<file path="config.mk">
export PLATFORM = sky130hd
export DESIGN_NAME = syscall_unit
export DESIGN_NICKNAME = d
export VERILOG_FILES = /design/src/rtl/syscall_unit_pkg.sv /design/src/rtl/syscall_fifo.sv /design/src/rtl/syscall_unit.sv
export SDC_FILE = /design/constraint.sdc
export NUM_CORES = 1
export LEC_CHECK = 0
export ABC_AREA = 1
export CAP_MARGIN = 25
export CORE_ASPECT_RATIO = 0.75
export CORE_UTILIZATION = 50
export CTS_CLUSTER_SIZE = 12
export DETAILED_ROUTE_END_ITERATION = 12
export GPL_ROUTABILITY_DRIVEN = 0
export PLACE_DENSITY = 0.75
export SETUP_SLACK_MARGIN = 0.02
export SYNTH_ARGS = -nofsm -noshare
export SYNTH_HDL_FRONTEND = slang
export SYNTH_SLANG_ARGS = --single-unit
</file>
<file path="constraint.sdc">
create_clock -name clock -period 2.63 [get_ports clock]
set_clock_uncertainty 0.05 [all_clocks]
set_input_delay 0.6575 -clock clock [delete_from_list [all_inputs] [get_ports clock]]
set_output_delay 0.6575 -clock clock [all_outputs]
set_load 0.02 [all_outputs]
</file>
<file path="src/rtl/syscall_unit_pkg.sv">
// Shared constants, FSM state type and decode helper for the syscall service unit.
package syscall_unit_pkg;

  localparam logic [5:0] OPCODE_SPECIAL = 6'h00;
  localparam logic [5:0] SYSCALL_FUNCT  = 6'h0C;

  localparam int unsigned SVC_PRINT_INT  = 1;
  localparam int unsigned SVC_PRINT_CHAR = 11;
  localparam int unsigned SVC_EXIT       = 10;
  localparam int unsigned SVC_EXIT2      = 17;

  typedef enum logic [1:0] {
    SC_RUN   = 2'd0,
    SC_DRAIN = 2'd1,
    SC_HALT  = 2'd2
  } sc_state_t;

  // True when a real fetch carries SYSCALL (SPECIAL opcode, funct 0x0C).
  function automatic logic is_syscall(input logic valid, input logic [31:0] instr);
    return valid && (instr[31:26] == OPCODE_SPECIAL) && (instr[5:0] == SYSCALL_FUNCT);
  endfunction

endpackage

</file>
<file path="src/rtl/syscall_fifo.sv">
// Output FIFO for print requests; head is read straight from registered storage.
module syscall_fifo #(
  parameter int unsigned W     = 33,
  parameter int unsigned DEPTH = 8
) (
  input  logic                       clock,
  input  logic                       reset_n,
  input  logic                       push,
  input  logic [W-1:0]               din,
  input  logic                       pop,
  output logic [W-1:0]               dout,
  output logic                       full,
  output logic                       empty,
  output logic [$clog2(DEPTH):0]     count
);

  localparam int unsigned AW = $clog2(DEPTH);
  localparam int unsigned CW = AW + 1;

  logic [W-1:0]  mem [DEPTH];
  logic [AW-1:0] wr_ptr;
  logic [AW-1:0] rd_ptr;
  logic          do_push;
  logic          do_pop;

  assign full    = (count == CW'(DEPTH));
  assign empty   = (count == '0);
  assign do_push = push && !full;
  assign do_pop  = pop && !empty;
  assign dout    = mem[rd_ptr];

  // Storage, pointers (wrap naturally) and occupancy count.
  always_ff @(posedge clock or negedge reset_n) begin
    if (!reset_n) begin
      for (int unsigned i = 0; i < DEPTH; i++) mem[i] <= '0;
      wr_ptr <= '0;
      rd_ptr <= '0;
      count  <= '0;
    end else begin
      if (do_push) begin
        mem[wr_ptr] <= din;
        wr_ptr      <= wr_ptr + 1'b1;
      end
      if (do_pop) rd_ptr <= rd_ptr + 1'b1;
      case ({do_push, do_pop})
        2'b10:   count <= count + 1'b1;
        2'b01:   count <= count - 1'b1;
        default: count <= count;
      endcase
    end
  end

endmodule

</file>
<file path="src/rtl/syscall_unit.sv">
// MIPS syscall service unit: decode, run/drain/halt FSM, retired counter, output FIFO.
module syscall_unit
  import syscall_unit_pkg::*;
#(
  parameter int unsigned DATA_W = 32,
  parameter int unsigned DEPTH  = 8,
  parameter int unsigned CNT_W  = 16
) (
  input  logic              clock,
  input  logic              reset_n,
  input  logic              instr_valid,
  input  logic [31:0]       instruction,
  input  logic [DATA_W-1:0] v0,
  input  logic [DATA_W-1:0] a0,
  input  logic              out_ready,
  output logic              out_valid,
  output logic [DATA_W-1:0] out_data,
  output logic              out_kind,
  output logic              stall,
  output logic              halted,
  output logic [DATA_W-1:0] exit_code,
  output logic              err_unknown,
  output logic [CNT_W-1:0]  sys_count
);

  localparam int unsigned CW = $clog2(DEPTH) + 1;

  sc_state_t         state;
  sc_state_t         next_state;

  logic              sys;
  logic              is_char;
  logic              is_print;
  logic              is_exit;
  logic              fifo_push;
  logic              fifo_pop;
  logic              fifo_full;
  logic              fifo_empty;
  logic [CW-1:0]     fifo_count;
  logic [DATA_W:0]   fifo_din;
  logic [DATA_W:0]   fifo_dout;
  logic              count_en;
  logic              exit_en;
  logic              unknown;

  assign sys      = is_syscall(instr_valid, instruction);
  assign is_char  = (v0 == DATA_W'(SVC_PRINT_CHAR));
  assign is_print = (v0 == DATA_W'(SVC_PRINT_INT)) || is_char;
  assign is_exit  = (v0 == DATA_W'(SVC_EXIT)) || (v0 == DATA_W'(SVC_EXIT2));

  // Char payload is the low byte zero-extended; kind bit rides above the data.
  assign fifo_din = {is_char, is_char ? DATA_W'(a0[7:0]) : a0};
  assign fifo_pop = out_valid && out_ready;

  assign out_valid = !fifo_empty;
  assign out_kind  = fifo_dout[DATA_W];
  assign out_data  = fifo_dout[DATA_W-1:0];
  assign halted    = (state == SC_HALT);

  syscall_fifo #(
    .W     (DATA_W + 1),
    .DEPTH (DEPTH)
  ) u_fifo (
    .clock   (clock),
    .reset_n (reset_n),
    .push    (fifo_push),
    .din     (fifo_din),
    .pop     (fifo_pop),
    .dout    (fifo_dout),
    .full    (fifo_full),
    .empty   (fifo_empty),
    .count   (fifo_count)
  );

  // FSM state register.
  always_ff @(posedge clock or negedge reset_n) begin
    if (!reset_n) state <= SC_RUN;
    else          state <= next_state;
  end

  // Next state, stall and service strobes; full uses the registered count.
  always_comb begin
    next_state = state;
    fifo_push  = 1'b0;
    stall      = 1'b0;
    count_en   = 1'b0;
    exit_en    = 1'b0;
    unknown    = 1'b0;
    unique case (state)
      SC_RUN: begin
        if (sys) begin
          if (is_print) begin
            if (fifo_full) begin
              stall = 1'b1;
            end else begin
              fifo_push = 1'b1;
              count_en  = 1'b1;
            end
          end else if (is_exit) begin
            exit_en    = 1'b1;
            count_en   = 1'b1;
            stall      = 1'b1;
            next_state = SC_DRAIN;
          end else begin
            unknown  = 1'b1;
            count_en = 1'b1;
          end
        end
      end
      SC_DRAIN: begin
        stall = 1'b1;
        if (fifo_count == '0) next_state = SC_HALT;
      end
      SC_HALT: begin
        stall = 1'b1;
      end
      default: next_state = SC_RUN;
    endcase
  end

  // Exit code latch, unknown-service pulse and saturating retired counter.
  always_ff @(posedge clock or negedge reset_n) begin
    if (!reset_n) begin
      exit_code   <= '0;
      err_unknown <= 1'b0;
      sys_count   <= '0;
    end else begin
      if (exit_en) exit_code <= (v0 == DATA_W'(SVC_EXIT)) ? '0 : a0;
      err_unknown <= unknown;
      if (count_en && (sys_count != '1)) sys_count <= sys_count + 1'b1;
    end
  end

endmodule
</file>
==> results.md <==
* Status: finished, violations left
* Failing checks: negative setup slack
* Post-synthesis compound-gate area fraction at 18.5%
* Cells on worst reg2reg path at 9
* Utilization after layout at 68.7%
* Reg2reg setup slack at 0.23 ns
* Share of cells above drive strength 1 at a little under 20%
* Final period util at 111%
* Distinct cells, synth at 31
* Xor/xnor share of the synthesized area at 0.919%
* Routed WL at 47.6 mm
* Syn Area/Cell at 8.31 um2
* Cell Pwr Density at 883 nW/um2
* Layout fillers at about 2200
* Fin crit period at slightly below 3 ns
* Setup crit end: out_data[27]
* Vias in the first global route at 14200
* Setup crit end kind: output pin
* Post-synthesis sequential area ratio at 53.3%
* CP max-delay cell: dfrtp_4
* Starting Density at 51.7%
* Final-report setup violation count at 34
* Max-slew violations at 0
* Largest net degree at the start of global routing at 83
* Worst-skew pair later-pin latency at 0.52 ns
* Hold Buf Count CTS at 0
* Setup ws final at -0.291 ns
* GRT overflow at 0
* Unrepaired setup endpoints after global routing: true
* Initial DRT Pass Iterations at 5
* Cell Chain, Critical Path: buf_6 -> buf_12 -> o21ai_1 -> o22ai_2 -> nor2_1 -> a31oi_1 -> buf_4 -> buf_6
* Clk slew on worst S/H paths at roughly 0.06 ns
* Finished Cell Area at 20300 um2
* Syn nets at 1945
* DRC errors left at 0
* Crit Path Class: flip-flop to output pin
* CTS HTree Levels at 2
* First-pass GRT wire length at between 70 and 80 mm
* DP Area at 18100 um2
* Max IR drop VDD at 0.552 mV
* CTS max path bufs at 3
* Die Y at 153 um
* Sequential power share at 28.8%
* Worst-Margin Slew at 0.618 ns
* CTS root buf: clkbuf_16
* Worst hold-check path type: input pin to async pin
* Die width at 204 um
* Most frequent CP cell: buf_6
* Die area at 31200 um2
* RR Startpoint: state[0]
* Core Area at between 20000 and 30000 um2
* TritonCTS Buffers at 34
* CTS tree: yes
* Int Pwr at 11300 uW
* Setup crit start: u_fifo.rd_ptr[0]
* Cells after Synth at 1835
* Static Leakage at 0.00945 uW
* DP HPWL at 27.9 mm
* Area growth, synth to finish at 32.9%
* CP max stage delay at 0.56 ns
* Max-cap viol count at 0
* Port bufs at 164
* Post-Synth Simple-Gate Area at 20.4%
* Initial DRC count at 1425
* Antenna diode count at 0
* Maximum clock rate at 0.342 GHz
* Worst path required time at 1.92 ns
* Net Sw Frac at 37.0%
* Synthesis Warnings at 0
* Register bit total from synthesis at 325
* RR Endpoint: u_fifo.mem[153]
* Net load switching power at ~6600 uW
* Hold Vio Cnt, Final at 0
* Comb pwr share at 46.5%
* Post-synthesis mux area share at 0%
* Tot Pwr at 17900 uW
* Clock sinks at 325
* Via-to-Cell Ratio at 5.75
* Worst relative slew slack at between 50% and 60%
* Part of the power in the clock network at 24.7%
* Wire length per cell at approximately 19 um
* Cell area after synthesis at 15300 um2
* Total GRT Usage at a little under a third
* Final-stage net count at 2201
* Critical Path Fanout Max at 11
* Post-detailed-route count of antenna-violating nets at 0
* # rows at 54
* Crit path launch type: flip-flop
* Post-Synth Adder-Cell Area at less than 1%
* Worst EP arrival at 2.21 ns
* Main combinational cell family by area after synthesis: simple AND/OR/NAND/NOR gates
* Vias post-DR at approximately 14000
* Initial antenna violation count at 0
* IO Count at 185
-- timing repair --
| action | 4_1_cts | 5_1_grt |
|---|---|---|
| pin swaps | 40 | 73 |
| setup buffers | 17 | 6 |
| gates cloned | 10 | 2 |
| setup endpoints to repair | 263 | 264 |
| resized for setup | 302 | 143 |
-- kinds of logic after synthesis --
logic type,after synthesis
xor gates and xnor gates,16
AOI/OAI and AO/OA,529
and+or+nand+nor,773
buffers and inverters,182
adders and majority gates,10
DFF,325
-- critical path: cells and delay by family, from the launching register on --
| kind | cells | cell delay [ns] |
|---|---|---|
| DFF | 1 | 0.56 |
| buffers and inverters | 4 | 0.61 |
| AOI/OAI and AO/OA | 3 | 0.36 |
| and+or+nand+nor | 1 | 0.17 |
-- flip-flops by register name, summed over array words and instances (netlist names) --
signal         cells
u_fifo.wr_ptr      3
exit_code         32
sys_count         16
u_fifo.rd_ptr      3
err_unknown        1
u_fifo.mem       264
state              2
u_fifo.count       4
-- how the worst min path moves through the flow --
stage | startpoint | to | slack (ns) | depth (start not counted)
after floorplan | reset_n | err_unknown | 0.31 | 0
after global placement | u_fifo.mem[157] | u_fifo.mem[157] | 0.41 | 2
after detailed placement | u_fifo.mem[98] | u_fifo.mem[98] | 0.41 | 2
after CTS | reset_n | u_fifo.mem[29] | 0.02 | 1
after global routing | reset_n | u_fifo.mem[177] | 0.04 | 1
final | reset_n | u_fifo.mem[62] | 0.01 | 1
-- routing by layer --
metal | global-route usage (%) | wire length, um | share of wire, %
met5 | 0 | 0 | 0
met4 | 9.81 | 1300 | 2.7
met3 | 6.18 | 4330 | 9.1
met2 | 47.6 | 21700 | 46
met1 | 42.1 | 20200 | 43
-- per-stage QoR --
step	setup TNS, ns	setup WS, ns	cells	hold slack (ns)
final	-7.43	-0.291	2496	0.0101
after global routing	-9.32	-0.379	2496	0.0388
after CTS	-7.00	-0.278	2491	0.0192
after detailed placement	-148.89	-0.822	2415	0.412
after global placement	-141.28	-0.830	2415	0.410
after floorplan	-0.256	-0.125	1835	0.312
-- cell usage after synthesis, drive strengths merged --
| cell type | count | share of area, % |
|---|---|---|
| nor2 | 291 | 7.4 |
| nand3 | 39 | 1.6 |
| a21oi | 8 | 0.31 |
| nor3 | 5 | 0.16 |
| o211ai | 1 | 0.049 |
| xor2 | 9 | 0.52 |
| buf | 41 | 2.6 |
| clkinv | 1 | 0.025 |
| xnor2 | 7 | 0.40 |
| o21ai | 454 | 15 |
| ha | 10 | 0.82 |
| inv | 62 | 1.5 |
| nand4 | 21 | 0.86 |
| dfrtp | 325 | 53 |
| nand3b | 2 | 0.098 |
| a31oi | 33 | 1.4 |
| o22ai | 33 | 1.4 |
| clkbuf | 78 | 1.9 |
| nand2 | 415 | 10 |
-- cell type report --
class	instances	area (um2)	share of cell area, %
clock buffers	43	915	4.51
multi-input cells	1328	6720	33.1
clock inverters	6	52.6	0.259
flip-flops and latches	325	8140	40.1
inverters	63	256	1.27
repair buffers	339	3700	18.3
well taps	392	490	2.42
-- power groups by stage --
stage | Clock, uW | Sequential (uW) | Combinational [uW]
floorplan | 0 | 5190 | 3340
global placement | 0 | 5220 | 6330
detailed placement | 0 | 5220 | 6360
CTS | 4440 | 5150 | 7680
global route | 4630 | 5160 | 8780
finish | 4410 | 5160 | 8320
-- placed cells by master (no fill, tap or decap), drive strengths merged --
| cell type | Yosys | routed |
|---|---|---|
| o21ai | 454 | 454 |
| nand2 | 415 | 415 |
| dfrtp | 325 | 325 |
| nor2 | 291 | 291 |
| buf | 41 | 207 |
| clkdlybuf4s50 | 0 | 95 |
| inv | 62 | 64 |
| clkbuf | 78 | 45 |
| nand3 | 39 | 39 |
| a31oi | 33 | 33 |
| o22ai | 33 | 33 |
| dlymetal6s2s | 0 | 32 |
| nand4 | 21 | 21 |
| ha | 10 | 10 |
| xor2 | 9 | 9 |
| a21oi | 8 | 8 |
| xnor2 | 7 | 7 |
| nor3 | 5 | 5 |
| clkinv | 1 | 5 |
| nand3b | 2 | 2 |
| dlygate4sd2 | 0 | 2 |
| o211ai | 1 | 1 |
| bufbuf | 0 | 1 |
Power figures use the tool's default switching activity.
